==> src/rtl/serial_frame_tx.sv <==
// -----------------------------------------------------------------------------
// serial_frame_tx
//
// Purpose:
//   Converts a parallel word into an asynchronous-serial frame: a start bit (0),
//   the data bits LSB first, and a stop bit (1). The line idles high. The block
//   drives a downstream enable-set D flop. High line levels (idle and stop) are
//   produced by asserting set_out. Low levels and data levels are produced by
//   deasserting set_out and driving d_out.
//
// Parameters:
//   DATA_WIDTH   - payload bits per frame (>= 1)
//   CLKS_PER_BIT - clock cycles each line bit is held (>= 1)
//
// Ports:
//   clk        in   system clock, rising edge
//   reset_in   in   asynchronous active-high reset
//   data_in    in   payload, captured only on an accepted handshake
//   valid_in   in   upstream offers a word
//   ready_out  out  block accepts a word this cycle
//   d_out      out  line data to the flop d input (only meaningful when set_out = 0)
//   set_out    out  forces the line high (flop set/enable)
//   busy_out   out  frame in progress
//   done_out   out  one-cycle pulse in the first idle cycle after a frame
// -----------------------------------------------------------------------------
module serial_frame_tx #(
    parameter int DATA_WIDTH   = 8,
    parameter int CLKS_PER_BIT = 4
) (
    input  logic                  clk,
    input  logic                  reset_in,
    input  logic [DATA_WIDTH-1:0] data_in,
    input  logic                  valid_in,
    output logic                  ready_out,
    output logic                  d_out,
    output logic                  set_out,
    output logic                  busy_out,
    output logic                  done_out
);

    localparam int TICK_W = (CLKS_PER_BIT > 1) ? $clog2(CLKS_PER_BIT) : 1;
    localparam int BIT_W  = (DATA_WIDTH > 1) ? $clog2(DATA_WIDTH) : 1;
    localparam logic [TICK_W-1:0] TICK_LAST = TICK_W'(CLKS_PER_BIT - 1);
    localparam logic [BIT_W-1:0]  BIT_LAST  = BIT_W'(DATA_WIDTH - 1);

    typedef enum logic [1:0] {
        ST_IDLE  = 2'd0,
        ST_START = 2'd1,
        ST_DATA  = 2'd2,
        ST_STOP  = 2'd3
    } state_t;

    state_t                state_q, state_d;
    logic [DATA_WIDTH-1:0] shift_q, shift_d;
    logic [TICK_W-1:0]     tick_q, tick_d;
    logic [BIT_W-1:0]      bit_q, bit_d;
    logic                  ready_q, ready_d;
    logic                  d_q, d_d;
    logic                  set_q, set_d;
    logic                  busy_q, busy_d;
    logic                  done_q, done_d;
    logic                  tick_last_s;

    assign tick_last_s = (tick_q == TICK_LAST);

    // State, datapath and output registers; reset returns the line high at once.
    always_ff @(posedge clk or posedge reset_in) begin
        if (reset_in) begin
            state_q <= ST_IDLE;
            shift_q <= {DATA_WIDTH{1'b0}};
            tick_q  <= {TICK_W{1'b0}};
            bit_q   <= {BIT_W{1'b0}};
            ready_q <= 1'b1;
            d_q     <= 1'b0;
            set_q   <= 1'b1;
            busy_q  <= 1'b0;
            done_q  <= 1'b0;
        end else begin
            state_q <= state_d;
            shift_q <= shift_d;
            tick_q  <= tick_d;
            bit_q   <= bit_d;
            ready_q <= ready_d;
            d_q     <= d_d;
            set_q   <= set_d;
            busy_q  <= busy_d;
            done_q  <= done_d;
        end
    end

    // Next-state logic; outputs are decoded from the next state so they are
    // registered and line up with the state they describe.
    always_comb begin
        state_d = state_q;
        shift_d = shift_q;
        tick_d  = tick_q;
        bit_d   = bit_q;
        done_d  = 1'b0;

        case (state_q)
            ST_IDLE: begin
                if (valid_in && ready_q) begin
                    shift_d = data_in;
                    tick_d  = {TICK_W{1'b0}};
                    bit_d   = {BIT_W{1'b0}};
                    state_d = ST_START;
                end else begin
                    state_d = ST_IDLE;
                end
            end
            ST_START: begin
                if (tick_last_s) begin
                    tick_d  = {TICK_W{1'b0}};
                    bit_d   = {BIT_W{1'b0}};
                    state_d = ST_DATA;
                end else begin
                    tick_d = tick_q + 1'b1;
                end
            end
            ST_DATA: begin
                if (tick_last_s) begin
                    tick_d = {TICK_W{1'b0}};
                    if (bit_q == BIT_LAST) begin
                        state_d = ST_STOP;
                    end else begin
                        bit_d   = bit_q + 1'b1;
                        shift_d = shift_q >> 1;
                    end
                end else begin
                    tick_d = tick_q + 1'b1;
                end
            end
            ST_STOP: begin
                if (tick_last_s) begin
                    tick_d  = {TICK_W{1'b0}};
                    done_d  = 1'b1;
                    state_d = ST_IDLE;
                end else begin
                    tick_d = tick_q + 1'b1;
                end
            end
            default: begin
                state_d = ST_IDLE;
            end
        endcase

        ready_d = (state_d == ST_IDLE);
        busy_d  = (state_d != ST_IDLE);
        set_d   = (state_d == ST_IDLE) || (state_d == ST_STOP);
        if (state_d == ST_DATA) begin
            d_d = shift_d[0];
        end else begin
            d_d = 1'b0;
        end
    end

    assign ready_out = ready_q;
    assign d_out     = d_q;
    assign set_out   = set_q;
    assign busy_out  = busy_q;
    assign done_out  = done_q;

endmodule

==> config.mk <==
export PLATFORM = sky130hd
export DESIGN_NAME = serial_frame_tx
export DESIGN_NICKNAME = d
export VERILOG_FILES = /design/src/rtl/serial_frame_tx.sv
export SDC_FILE = /design/constraint.sdc
export NUM_CORES = 1
export LEC_CHECK = 0
export BUFFER_PORTS_ARGS = -buffer_cell sky130_fd_sc_hd__buf_2
export CORE_MARGIN = 5
export CORE_UTILIZATION = 45
export CTS_BUF_LIST = sky130_fd_sc_hd__clkbuf_4
export DETAILED_ROUTE_END_ITERATION = 10
export PLACE_DENSITY = 0.66
export SLEW_MARGIN = 20
export SYNTH_ARGS = -nofsm -noshare
export SYNTH_HDL_FRONTEND = slang
export SYNTH_SLANG_ARGS = --single-unit
==> constraint.sdc <==
create_clock -name clk -period 1.9 [get_ports clk]
set_input_delay 0.285 -clock clk [delete_from_list [all_inputs] [get_ports clk]]
set_output_delay 0.285 -clock clk [all_outputs]
set_load 0.03 [all_outputs]
==> results.toml <==
[power]
netSwitchingPower_mw = 0.628
seq_power_share = 0.463
swShare = 0.379
cellPowerDensity_nw_per_um2 = 1550
leakagePower_nw = 0.527
irDropWorstVdd_mv = 0.679
internal_power_mw = 1.03
comb_power_share = 0.409
pwr-share-clk = 0.128

[floorplanning]
die_x_um = 55.5
io_pins = 16
dieArea_um2 = 3070
rows = 16
die_h_um = 55.5
initial_core_util = 0.474
coreArea_um2 = 1960

[sta]
tightest_slew_ps = 736
hold_slack_ps = 106
fin_crit_ps = 1760
slew_violations = 0
fin_crit_sh = 0.929
finalSetupTns_ps = 0
finalSetupViolCount = 0
worst_clock_skew_ps = 4.89
fmax_mhz = 567
relSlewSlack = 0.509
rsz0062_at_grt = "false"
hold_viol = 0

[critical_path]
setup.worst_path.end_class = "register"
start_kind = "register"
worst_path_max_delay_cell = "dfrtp_1"
critPathMaxStageDelay_ps = 410
path_delay_family = "simple AND/OR/NAND/NOR gates"
path_cells = "ha_1 -> ha_1 -> nor4bb_4 -> or2_1 -> o211ai_1"
critical_path_buf_inv_count = 0
critPathMaxFanout = 9
cpMostUsedCell = "ha_1"
r2r_setup_slack_ps = 140
crit_arrival_ps = 1930
worstPathRequired_ps = 2060
path_class = "reg -> reg"

[grt]
grt_antenna_before_repair = 0
grt_overflow = 0
grt_pass1_wl_um = 2570
grt_usage = 0.105
grt_pass1_vias = 603
grt_max_degree = 21

[placed_design]
port_buffers = 15
post-dp-hpwl_um = 1130
gp_congestion = 0.780

[detailed_routing]
ant_nets = 0
drt_iter0_drc = 12
firstDrtPassIters = 4
wire_per_inst_um = 11.6
vias_per_cell = 4.71
wirelength_um = 1510
drc = 0
vias = 612

[synthesis]
synthCells = 84
synth_top_area_share = 0.485
synthTopCellsByArea = "dfrtp_1 (48%), ha_1 (8.1%), a22oi_1 (5.7%), dfstp_2 (5.7%), inv_1 (5.7%)"
syn_area_um2 = 930
seq_area_frac_synth = 0.541
synth_area_leader_cell = "dfrtp_1"
yosysMostFrequentCell = "dfrtp_1"
synth-main-ff-cell = "dfrtp_1"
synth_fp_nets = 101
ys_seq_elements = 20
syn_avg_cell_area_um2 = 11.1
synthArstFlopShare = 1.00
ys_types = 25
yosys-top-cells-count = "dfrtp_1 (18), inv_1 (14), o21ai_1 (8), a22oi_1 (7), ha_1 (6)"
yosysWarnings = 0
synth_edf_count = 0

[clock_tree]
cts_buffers = 3
htree_levels = 1
cts.reportedPaths.clkPinSlew_ps = 110
cts_sinks = 20
clock_path_buffers = 2
clock_latency_ps = 290
clock-root-buffer = "clkbuf_4"
cts_tree = "done"

[flow_run]
max-cap-violations = 0

[finish]
antennaDiodeCount = 0
layout-drive-gt1-share = 0.262
fin_nets = 121
nFillCells = 188
syn2layout_area_growth_pct = 15.2

[status]
status = "finished, final reports clean"

[min_path]
min_path_type = "in -> async"
==> what timing repair did <==
| action | 4_1_cts | 5_1_grt |
|---|---|---|
| gates resized for setup | 0 | 0 |
| buffers inserted | 0 | 1 |
| hold buffers | 0 | 0 |
| endpoints found under the hold margin | 0 | 0 |
| endpoints found under the setup margin | 0 | 1 |
==> state kept, by name, summed over array words and instances (netlist names) <==
| signal | cells |
|---|---|
| shift_q | 8 |
| bit_q | 3 |
| state_q | 2 |
| tick_q | 2 |
| busy_out | 1 |
| d_out | 1 |
| done_out | 1 |
| ready_out | 1 |
| set_out | 1 |
==> worst paths after layout <==
path	start	end	cells after the start
min in group clk	data_in[7]	shift_q[7]$_DFFE_PP0P_	3
setup / recovery	bit_q[0]$_DFFE_PP0P_	d_out$_DFF_PP0_	5
hold reg to reg	bit_q[1]$_DFFE_PP0P_	bit_q[1]$_DFFE_PP0P_	1
setup reg to reg	bit_q[0]$_DFFE_PP0P_	d_out$_DFF_PP0_	5
max in group asynchronous	reset_in	bit_q[1]$_DFFE_PP0P_	2
hold / removal	reset_in	shift_q[1]$_DFFE_PP0P_	2
==> through the flow <==
stage          std cells  cell area [µm²]  setup slack (ps)  utilization  power [mW]
6_report             130             1070               135        0.546        1.66
5_1_grt              130             1070              6.22        0.546        1.80
4_1_cts              129             1060               128        0.542        1.66
3_5_place_dp         125             1030               151        0.527        1.45
3_3_place_gp         125             1030               213        0.527        1.43
2_1_floorplan         84              930              5.76            -        1.29
==> final cells by class <==
cell class / count / area (µm²) / area share
clock buffer: 4 / 30.0 / 0.0280
tap: 27 / 33.8 / 0.0315
multi-input combinational: 47 / 354 / 0.331
sequential: 20 / 503 / 0.470
timing repair buffer: 18 / 97.6 / 0.0911
inverter: 14 / 52.6 / 0.0491
==> power by group through the flow <==
stage / clock network (mW) / logic (mW) / registers [mW]
floorplan: 0 / 0.448 / 0.843
global placement: 0 / 0.660 / 0.770
detailed placement: 0 / 0.668 / 0.778
CTS: 0.223 / 0.670 / 0.768
global route: 0.248 / 0.765 / 0.790
finish: 0.212 / 0.678 / 0.766
==> placed cells by master, fill, tap and decap left out, types with 2 or more instances in the layout <==
cell,instances
dfrtp_1,18
buf_2,15
inv_1,14
o21ai_1,8
a22oi_1,7
ha_1,6
nand2_1,5
nand3_1,4
clkbuf_4,4
buf_4,3
nor2_1,2
o21ai_0,2
dfstp_2,2
==> cell families (layout without fill, tap and decap cells) <==
family / after synthesis / count (layout) / synth area share
fa+ha+maj: 6 / 6 / 0.0808
flops: 20 / 20 / 0.541
simple gates: 15 / 15 / 0.108
mux: 1 / 1 / 0.0121
xor+xnor: 1 / 1 / 0.00942
compound gates: 24 / 24 / 0.171
buf+inv: 17 / 36 / 0.0781
==> per-layer routing <==
| layer | part of all wire | vias to the layer above | global-route usage |
|---|---|---|---|
| met5 | 0 | - | 0 |
| met4 | 0.019 | 0 | 0.0625 |
| met3 | 0.016 | 2 | 0.0210 |
| met2 | 0.50 | 5 | 0.172 |
| met1 | 0.46 | 278 | 0.125 |
| li1 | - | 327 | - |
Note: power is estimated with default switching activity, not from simulation.
